File: src/rtl/hci_mem_bank_adapter_pkg.sv
// Shared types and helpers for the memory-bank side of the HCI interconnect.
package hci_mem_bank_adapter_pkg;

   typedef enum logic {
      BANK_INIT  = 1'b0,
      BANK_READY = 1'b1
   } hci_bank_state_e;

   // Number of byte-offset address bits for a DW-bit word.
   function automatic int unsigned hci_boff(input int unsigned dw);
      return $clog2(dw / 32'd8);
   endfunction

endpackage

File: src/rtl/hci_mem_intf.sv
// One HCI memory channel: request fields towards the bank, response fields back.
interface hci_mem_intf #(
   parameter int unsigned DW     = 32,
   parameter int unsigned IW     = 8,
   parameter int unsigned UW     = 1,
   parameter int unsigned ADDR_W = 32
);
   logic              req;
   logic              gnt;
   logic [ADDR_W-1:0] add;
   logic              we_n;
   logic [DW/8-1:0]   be;
   logic [DW-1:0]     data;
   logic [IW-1:0]     id;
   logic [UW-1:0]     user;
   logic [DW-1:0]     r_data;
   logic [IW-1:0]     r_id;
   logic [UW-1:0]     r_user;

   modport master (
      output req, add, we_n, be, data, id, user,
      input  gnt, r_data, r_id, r_user
   );

   modport slave (
      input  req, add, we_n, be, data, id, user,
      output gnt, r_data, r_id, r_user
   );
endinterface

File: src/rtl/hci_mem_resp_pipe.sv
// Read-response alignment pipe: stage 1 tracks valid/id/user against the bank
// latency, optional stage 2 also registers the read data.
module hci_mem_resp_pipe #(
   parameter int unsigned DW        = 32,
   parameter int unsigned IW        = 8,
   parameter int unsigned UW        = 1,
   parameter int unsigned RDATA_REG = 0
) (
   input  logic          clk_i,
   input  logic          rst_i,
   input  logic          flush_i,
   input  logic          capture_i,
   input  logic [IW-1:0] id_i,
   input  logic [UW-1:0] user_i,
   input  logic [DW-1:0] rdata_i,
   output logic          r_valid_o,
   output logic [DW-1:0] r_data_o,
   output logic [IW-1:0] r_id_o,
   output logic [UW-1:0] r_user_o
);

   logic          kill_s;
   logic          v1_q, v1_d;
   logic [IW-1:0] id1_q, id1_d;
   logic [UW-1:0] user1_q, user1_d;

   assign kill_s = rst_i | flush_i;

   // Stage 1 next state: id/user only move on a granted read.
   always_comb begin
      v1_d    = capture_i;
      id1_d   = id1_q;
      user1_d = user1_q;
      if (capture_i) begin
         id1_d   = id_i;
         user1_d = user_i;
      end else begin
         id1_d   = id1_q;
         user1_d = user1_q;
      end
   end

   // Stage 1 registers with synchronous reset/flush.
   always_ff @(posedge clk_i) begin
      if (kill_s) begin
         v1_q    <= 1'b0;
         id1_q   <= '0;
         user1_q <= '0;
      end else begin
         v1_q    <= v1_d;
         id1_q   <= id1_d;
         user1_q <= user1_d;
      end
   end

   if (RDATA_REG != 0) begin : g_reg
      logic          v2_q, v2_d;
      logic [DW-1:0] data2_q, data2_d;
      logic [IW-1:0] id2_q, id2_d;
      logic [UW-1:0] user2_q, user2_d;

      // Stage 2 next state: capture bank data alongside the stage-1 tags.
      always_comb begin
         v2_d    = v1_q;
         data2_d = data2_q;
         id2_d   = id2_q;
         user2_d = user2_q;
         if (v1_q) begin
            data2_d = rdata_i;
            id2_d   = id1_q;
            user2_d = user1_q;
         end else begin
            data2_d = data2_q;
         end
      end

      // Stage 2 registers with synchronous reset/flush.
      always_ff @(posedge clk_i) begin
         if (kill_s) begin
            v2_q    <= 1'b0;
            data2_q <= '0;
            id2_q   <= '0;
            user2_q <= '0;
         end else begin
            v2_q    <= v2_d;
            data2_q <= data2_d;
            id2_q   <= id2_d;
            user2_q <= user2_d;
         end
      end

      assign r_valid_o = v2_q & ~kill_s;
      assign r_data_o  = data2_q;
      assign r_id_o    = id2_q;
      assign r_user_o  = user2_q;
   end else begin : g_direct
      // A response flushed in the same cycle it would appear is never shown.
      assign r_valid_o = v1_q & ~kill_s;
      assign r_data_o  = rdata_i;
      assign r_id_o    = id1_q;
      assign r_user_o  = user1_q;
   end

endmodule

File: src/rtl/hci_mem_bank_adapter.sv
// Terminates one HCI memory channel onto a single-port bank: grant, bank pins,
// response alignment, and an init walk that fills the bank before traffic.
module hci_mem_bank_adapter
   import hci_mem_bank_adapter_pkg::*;
#(
   parameter int unsigned   AW         = 10,
   parameter int unsigned   DW         = 32,
   parameter int unsigned   IW         = 8,
   parameter int unsigned   UW         = 1,
   parameter int unsigned   RDATA_REG  = 0,
   parameter int unsigned   INIT_EN    = 1,
   parameter logic [DW-1:0] INIT_VALUE = '0
) (
   input  logic              clk_i,
   input  logic              rst_i,
   input  logic              clear_i,
   hci_mem_intf.slave        tcdm,
   output logic              r_valid_o,
   output logic              init_done_o,
   output logic              mem_ce_o,
   output logic              mem_we_o,
   output logic [AW-1:0]     mem_addr_o,
   output logic [DW-1:0]     mem_wdata_o,
   output logic [DW/8-1:0]   mem_be_o,
   input  logic [DW-1:0]     mem_rdata_i
);

   localparam int unsigned     BOFF        = hci_boff(DW);
   localparam logic [AW-1:0]   CTR_LAST    = '1;
   localparam hci_bank_state_e START_STATE = (INIT_EN != 0) ? BANK_INIT : BANK_READY;
   localparam logic            START_DONE  = (INIT_EN != 0) ? 1'b0 : 1'b1;

   hci_bank_state_e state_q, state_d;
   logic [AW-1:0]   ctr_q, ctr_d;
   logic            done_q, done_d;
   logic            flush_s;
   logic            gnt_s;
   logic            rd_capture_s;
   logic            unused_add;

   assign flush_s    = rst_i | clear_i;
   assign unused_add = ^tcdm.add;

   // FSM next state: clear restarts the walk ahead of any other event.
   always_comb begin
      state_d = state_q;
      ctr_d   = ctr_q;
      done_d  = done_q;
      if (clear_i) begin
         state_d = START_STATE;
         ctr_d   = '0;
         done_d  = START_DONE;
      end else begin
         case (state_q)
            BANK_INIT: begin
               ctr_d = ctr_q + AW'(1);
               if (ctr_q == CTR_LAST) begin
                  state_d = BANK_READY;
                  done_d  = 1'b1;
               end else begin
                  state_d = BANK_INIT;
                  done_d  = 1'b0;
               end
            end
            BANK_READY: begin
               state_d = BANK_READY;
               done_d  = 1'b1;
            end
            default: begin
               state_d = START_STATE;
               ctr_d   = '0;
               done_d  = START_DONE;
            end
         endcase
      end
   end

   // FSM state, init counter and registered init_done.
   always_ff @(posedge clk_i) begin
      if (rst_i) begin
         state_q <= START_STATE;
         ctr_q   <= '0;
         done_q  <= START_DONE;
      end else begin
         state_q <= state_d;
         ctr_q   <= ctr_d;
         done_q  <= done_d;
      end
   end

   // Bank pin mux: init walk, pass-through when ready, idle during reset/clear.
   always_comb begin
      gnt_s       = 1'b0;
      mem_ce_o    = 1'b0;
      mem_we_o    = 1'b0;
      mem_addr_o  = '0;
      mem_wdata_o = '0;
      mem_be_o    = '0;
      if (flush_s) begin
         gnt_s = 1'b0;
      end else if (state_q == BANK_INIT) begin
         mem_ce_o    = 1'b1;
         mem_we_o    = 1'b1;
         mem_addr_o  = ctr_q;
         mem_wdata_o = INIT_VALUE;
         mem_be_o    = '1;
      end else begin
         gnt_s       = tcdm.req;
         mem_ce_o    = tcdm.req;
         mem_we_o    = ~tcdm.we_n;
         mem_addr_o  = tcdm.add[AW+BOFF-1:BOFF];
         mem_wdata_o = tcdm.data;
         mem_be_o    = tcdm.be;
      end
   end

   assign tcdm.gnt     = gnt_s;
   assign init_done_o  = done_q;
   assign rd_capture_s = gnt_s & tcdm.we_n;

   hci_mem_resp_pipe #(
      .DW        (DW),
      .IW        (IW),
      .UW        (UW),
      .RDATA_REG (RDATA_REG)
   ) i_resp_pipe (
      .clk_i     (clk_i),
      .rst_i     (rst_i),
      .flush_i   (clear_i),
      .capture_i (rd_capture_s),
      .id_i      (tcdm.id),
      .user_i    (tcdm.user),
      .rdata_i   (mem_rdata_i),
      .r_valid_o (r_valid_o),
      .r_data_o  (tcdm.r_data),
      .r_id_o    (tcdm.r_id),
      .r_user_o  (tcdm.r_user)
   );

endmodule
File: src/flat_wrapper.sv
// flat-port wrapper written by rule: the top's interface ports become plain ports
module hci_mem_bank_adapter_flat import hci_mem_bank_adapter_pkg::*;
#(
   parameter int unsigned   AW         = 10,
   parameter int unsigned   DW         = 32,
   parameter int unsigned   IW         = 8,
   parameter int unsigned   UW         = 1,
   parameter int unsigned   RDATA_REG  = 0,
   parameter int unsigned   INIT_EN    = 1,
   parameter logic [DW-1:0] INIT_VALUE = '0
)
  (clk_i, rst_i, clear_i, r_valid_o, init_done_o, mem_ce_o, mem_we_o, mem_addr_o, mem_wdata_o, mem_be_o, mem_rdata_i, tcdm_req, tcdm_add, tcdm_we_n, tcdm_be, tcdm_data, tcdm_id, tcdm_user, tcdm_gnt, tcdm_r_data, tcdm_r_id, tcdm_r_user);
  hci_mem_intf #(.DW(DW), .IW(IW), .UW(UW)) tcdm_i ();
  input  logic clk_i;
  input  logic rst_i;
  input  logic clear_i;
  output logic r_valid_o;
  output logic init_done_o;
  output logic mem_ce_o;
  output logic mem_we_o;
  output logic [AW-1:0] mem_addr_o;
  output logic [DW-1:0] mem_wdata_o;
  output logic [DW/8-1:0] mem_be_o;
  input  logic [DW-1:0] mem_rdata_i;
  input wire logic [$bits(tcdm_i.req)-1:0] tcdm_req;
  input wire logic [$bits(tcdm_i.add)-1:0] tcdm_add;
  input wire logic [$bits(tcdm_i.we_n)-1:0] tcdm_we_n;
  input wire logic [$bits(tcdm_i.be)-1:0] tcdm_be;
  input wire logic [$bits(tcdm_i.data)-1:0] tcdm_data;
  input wire logic [$bits(tcdm_i.id)-1:0] tcdm_id;
  input wire logic [$bits(tcdm_i.user)-1:0] tcdm_user;
  output wire logic [$bits(tcdm_i.gnt)-1:0] tcdm_gnt;
  output wire logic [$bits(tcdm_i.r_data)-1:0] tcdm_r_data;
  output wire logic [$bits(tcdm_i.r_id)-1:0] tcdm_r_id;
  output wire logic [$bits(tcdm_i.r_user)-1:0] tcdm_r_user;
  assign tcdm_i.req = tcdm_req;
  assign tcdm_i.add = tcdm_add;
  assign tcdm_i.we_n = tcdm_we_n;
  assign tcdm_i.be = tcdm_be;
  assign tcdm_i.data = tcdm_data;
  assign tcdm_i.id = tcdm_id;
  assign tcdm_i.user = tcdm_user;
  assign tcdm_gnt = tcdm_i.gnt;
  assign tcdm_r_data = tcdm_i.r_data;
  assign tcdm_r_id = tcdm_i.r_id;
  assign tcdm_r_user = tcdm_i.r_user;
  hci_mem_bank_adapter #(.AW(AW), .DW(DW), .IW(IW), .UW(UW), .RDATA_REG(RDATA_REG), .INIT_EN(INIT_EN), .INIT_VALUE(INIT_VALUE)) u_core (.clk_i(clk_i), .rst_i(rst_i), .clear_i(clear_i), .tcdm(tcdm_i), .r_valid_o(r_valid_o), .init_done_o(init_done_o), .mem_ce_o(mem_ce_o), .mem_we_o(mem_we_o), .mem_addr_o(mem_addr_o), .mem_wdata_o(mem_wdata_o), .mem_be_o(mem_be_o), .mem_rdata_i(mem_rdata_i));
endmodule
File: config.mk
export PLATFORM = sky130hd
export DESIGN_NAME = hci_mem_bank_adapter_flat
export DESIGN_NICKNAME = d
export VERILOG_FILES = /design/src/rtl/hci_mem_bank_adapter_pkg.sv /design/src/rtl/hci_mem_intf.sv /design/src/rtl/hci_mem_resp_pipe.sv /design/src/rtl/hci_mem_bank_adapter.sv /design/src/flat_wrapper.sv
export SDC_FILE = /design/constraint.sdc
export NUM_CORES = 1
export LEC_CHECK = 0
export CAP_MARGIN = 30
export CORE_AREA = 2 2 80 82
export CTS_BUF_LIST = sky130_fd_sc_hd__clkbuf_4 sky130_fd_sc_hd__clkbuf_8 sky130_fd_sc_hd__clkbuf_16
export CTS_CLUSTER_SIZE = 8
export DETAILED_ROUTE_END_ITERATION = 6
export DIE_AREA = 0 0 82 84
export PLACE_DENSITY = 0.83
export SYNTH_ARGS = -nofsm -noshare
export SYNTH_HDL_FRONTEND = slang
export SYNTH_SLANG_ARGS = --single-unit
File: constraint.sdc
create_clock -name clk_i -period 2.93 [get_ports clk_i]
set_input_delay 0.7325 -clock clk_i [delete_from_list [all_inputs] [get_ports clk_i]]
set_output_delay 0.7325 -clock clk_i [all_outputs]
set_load 0.01 [all_outputs]
* Word level (Yosys, flattened, before mapping)
Cells that the tools add are included.
Operators by class: reduce and logical (&&, ||, !) cells 1, muxes and demuxes 14, bitwise gates (word level) 6, equality and inequality tests 1, add/subtract/negate cells 1
Operators by type and width (count):
- $mux 32 | 2
- $mux 10 | 2
- $add 10x1->10 const B | 1
- $eq 10x10->1 const B | 1
- $mux 4 | 2
- $mux 1 | 7
- $not 1->1 | 3
- $and 1x1->1 | 2
- $pmux 1 s2 | 1
- $reduce_or 2->1 | 1
- $or 1x1->1 | 1
Word-level totals: flip-flop bits (word level) 21, output and inout bits 92

* Logic depth before layout (Yosys ltp)
depth after elaboration 3, depth in mapped cells 5, depth with buffers taken out 4

* Cells and area by module
Synthesis repeated with hierarchy kept, for this count alone.
Unflattened totals: cell total of the unflattened synthesis 200, area total of the unflattened synthesis 1559.0 um^2
By module, submodules not included:
- hci_mem_bank_adapter | times used 1, sequential area each 220.2 um^2, area each 954.7 um^2, cells an instance 133
- hci_mem_resp_pipe | times used 1, sequential area each 200.2 um^2, area each 604.3 um^2, cells an instance 67

* Worst setup path after synthesis
Ideal clock, no wire load.
kind input to output, start point input port clear_i, end point output port mem_ce_o, buffers on the path 2, cell stages on the path 4, arrival 1518 ps, setup slack 680 ps, cells stage by stage or2_1 > clkbuf_1 > clkbuf_1 > a21oi_1
Between the ends: cells in the longest elaborated chain, start to end 2
Ends and longest elaborated chain:
- start, declared | RTL line flat_wrapper.sv:16 | input logic clear_i;
- $or 1x1->1 | RTL line hci_mem_bank_adapter.sv:41 | assign flush_s = rst_i | clear_i;
- $mux 1 | RTL line hci_mem_bank_adapter.sv:99 | if (flush_s) begin
- end, declared | RTL line flat_wrapper.sv:19 | output logic mem_ce_o;
Every way passes these cells.

* Worst setup path after layout
start point input port rst_i, end point output port mem_wdata_o[6]
Between the ends: cells in the longest elaborated chain, start to end 2
Ends and longest elaborated chain:
- start, declared | RTL line flat_wrapper.sv:15 | input logic rst_i;
- $or 1x1->1 | RTL line hci_mem_bank_adapter.sv:41
- $mux 32 | RTL line hci_mem_bank_adapter.sv:99
- end, declared | RTL line flat_wrapper.sv:22 | output logic [DW-1:0] mem_wdata_o;
Every way passes these cells.

==> flow_metrics.tcl <==
set metrics [dict create \
    ys_ff_latch 21 \
    placed_area_um2 2650 \
    slowest_stage "clkdlybuf4s50_1" \
    syn_avg_cell_area_um2 7.54 \
    min_period_over_period 0.971 \
    gp_congestion 0.774 \
    numPortBuffers 119 \
    pre_cts_slack_ps -208 \
    crit_start "rst_i" \
    cts_max_path_buffers 2 \
    fill_cells 616 \
    worstHoldPathType "flop to flop" \
    max_cap_violations 0 \
    clkSinkCount 21 \
    muxShareOfSynthArea 0.0770 \
    htreeDepth 1 \
    cp-end-kind "primary output" \
    worstMarginPinSlew_ps 468 \
    finish.utilization 0.444 \
    period_minus_slack_ps 2850 \
    antenna_cells 0 \
    cts_hold_buf 0 \
    cp_cell_sequence "dlygate4sd2_1 -> nor2_4 -> buf_4 -> and3_1 -> clkdlybuf4s50_1" \
    synth_edf_count 0 \
    synthSimpleGateAreaFrac 0.296 \
    num-nets-final 411 \
    stdcell_area_um2 2710 \
    io_pins 206 \
    yosysUniqueCellTypes 31 \
    cts_tree "done" \
    synth-compound-area-share 0.113 \
    drt.antenna.violating_nets 0 \
    peakVddDrop_v 0.000123 \
    drt_wl_total_mm 5.67 \
    worst-setup-path-type "input pin to primary output" \
    power_density_nw_per_um2 226 \
    num_vias 1745 \
    die_y_um 84 \
    finalHoldViolCount 0 \
    drc 0 \
    synth_top_family_by_area "simple AND/OR/NAND/NOR gates" \
    cp_max_fo 13 \
    drive_above_1_share 0.0780 \
    grt_max_degree 28 \
    rsz0062_at_grt "no" \
    max_freq_mhz 351 \
    leakage_nw 1.11 \
    path_buf_inv 3 \
    synth_nets 322 \
    grt_use_total 0.160 \
    core-area_um2 6100 \
    start_kind "input pin" \
    synthArstFlopShare 0 \
    routed_via_density 4.69 \
    area_growth_pct 73.4 \
    core.rowCount 29 \
    grt_pass1_wl_mm 8.68 \
    synthCells 207 \
    die_w_um 82 \
    drtPass1Iterations 4 \
    slew_viol_final 0 \
    drt-initial-drc-count 60 \
    grt_pass1_vias 1743 \
    setup_violations 0 \
    syn_area_um2 1560 \
    fp.dieArea_um2 6890 \
    yosys_warnings 0 \
    clkLatencyLatePin_ps 250 \
    slew_headroom 0.688 \
    clk_pin_slew_ps 70 \
    cp.required_ps 2200 \
    crit_family "buffers and inverters" \
    status "finished clean" \
    antenna_found_initial 0 \
    synthFlopType "dfxtp_1" \
    slowest_delay_ps 550 \
    cts_buffers 3 \
    avgRoutedWirePerCell_um 15.2 \
    synth_seq_area_share 0.269 \
    holdCritStartpoint "u_core.i_resp_pipe.r_id_o[6]" \
    setup_slack_ps 83.7 \
    cts_root_buf "clkbuf_8" \
    synth.largest_area_cell "dfxtp_1" \
    crit_arrival_ps 2110 \
    p_total_mw 0.612 \
    initial_utilization 0.256 \
    fin_worst_skew_ps 2.26 \
    hpwl_mm 4.44 \
    synthAdderAreaFrac 0.00802 \
    ys_top_cells_by_area "dfxtp_1, buf_4, and3_1" \
    synth_top_cell_area_share 0.269 \
    synth-xor-area-share 0.0225 \
    worstReg2RegStart "u_core.init_done_o" \
    whs_ps 477 \
    grt_overflow 0 \
]
==> cell type report <==
| class | count | area, um2 | area share |
|---|---|---|---|
| clock buffers | 4 | 48.8 | 0.0180 |
| inverters | 7 | 26.3 | 0.00971 |
| multi-input cells | 130 | 813 | 0.301 |
| flip-flops and latches | 21 | 422 | 0.156 |
| well taps | 77 | 96.3 | 0.0356 |
| repair buffers | 133 | 1300 | 0.480 |
==> worst register-to-register path, cell delays in order (launching register included) <==
cell	delay (ps)
dfxtp_2	470
buf_12	240
nand3b_1	280
or4_1	450
a21oi_1	160
==> registers in the layout, summed over array words and instances, names as in the netlist <==
signal	flops
u_core.i_resp_pipe.r_user_o	1
u_core.i_resp_pipe.r_id_o	8
u_core.ctr_q	10
u_core.i_resp_pipe.v1_q	1
u_core.init_done_o	1
==> final timing paths <==
kind | cells after the start | slack (ps) | to
min reg2reg | 2 | 480 | u_core.i_resp_pipe.r_id_o[6]
min | 2 | 480 | u_core.i_resp_pipe.r_id_o[6]
max | 5 | 80 | mem_wdata_o[6]
max reg2reg | 4 | 1270 | u_core.ctr_q[5]
==> placed cells by master, fill, tap and decap left out <==
master / instances
nand2_2: 1
o21a_1: 1
nand4_1: 1
and4bb_1: 1
dfxtp_2: 1
buf_6: 2
and3_1: 33
or3_1: 3
nand3b_1: 1
and2_1: 1
ha_1: 1
nor2b_1: 1
dlygate4sd2_1: 14
xnor2_1: 2
o31ai_1: 2
nand4bb_1: 1
inv_1: 7
a21oi_1: 18
clkdlybuf4s50_1: 105
mux2i_1: 12
or4_1: 1
clkbuf_8: 3
nor2_1: 16
or2_1: 1
buf_12: 1
xor2_1: 2
nand3_1: 10
buf_4: 11
nor2_4: 1
dfxtp_1: 20
clkbuf_4: 1
or4_4: 1
a21oi_2: 1
nand4b_1: 2
nand2_1: 3
nor4_1: 2
o21ai_0: 11
==> logic make-up after synthesis <==
| kind of cell | Yosys count |
|---|---|
| AND/OR/NAND/NOR | 80 |
| buffers and inverters | 56 |
| AO/OA/AOI/OAI | 33 |
| multiplexers | 12 |
| flip-flops | 21 |
| adder cells (fa/ha/maj) | 1 |
| XOR/XNOR | 4 |
==> cells in the mapped netlist (2+ instances only) <==
| library cell | count |
|---|---|
| nand4b_1 | 2 |
| xnor2_1 | 2 |
| nand2_1 | 3 |
| xor2_1 | 2 |
| buf_4 | 32 |
| inv_1 | 7 |
| and3_1 | 33 |
| or3_1 | 3 |
| nor4_1 | 2 |
| nor2_1 | 17 |
| clkbuf_1 | 14 |
| a21oi_1 | 18 |
| buf_2 | 3 |
| o21ai_0 | 11 |
| nand3_1 | 10 |
| dfxtp_1 | 21 |
| o31ai_1 | 2 |
| mux2i_1 | 12 |
==> stage by stage <==
step | std cells | setup TNS, ps
floorplan | 207 | 0
detailed placement | 366 | -6410
finish | 372 | 0
global placement | 366 | -5610
global route | 372 | 0
CTS | 372 | 0
==> report_power, final <==
part	switching [mW]	total, mW	internal, mW	leakage [nW]
registers	0.00187	0.288	0.286	0.170
clock network	0.0868	0.193	0.106	0.0262
logic	0.0402	0.131	0.0907	0.912
total	0.129	0.612	0.483	1.11
==> what timing repair did <==
action                                  4_1_cts  5_1_grt
resized for setup                            18        0
endpoints found under the setup margin       50        0
buffers inserted                              1        0
==> per-layer routing <==
layer,vias to the layer above,track usage,share of wire
met4,0,0.0576,0.021
met3,6,0.0455,0.092
met2,95,0.273,0.49
met5,-,0,0
met1,787,0.186,0.40
li1,857,-,-
No activity file was read; power rests on OpenSTA's default activity.
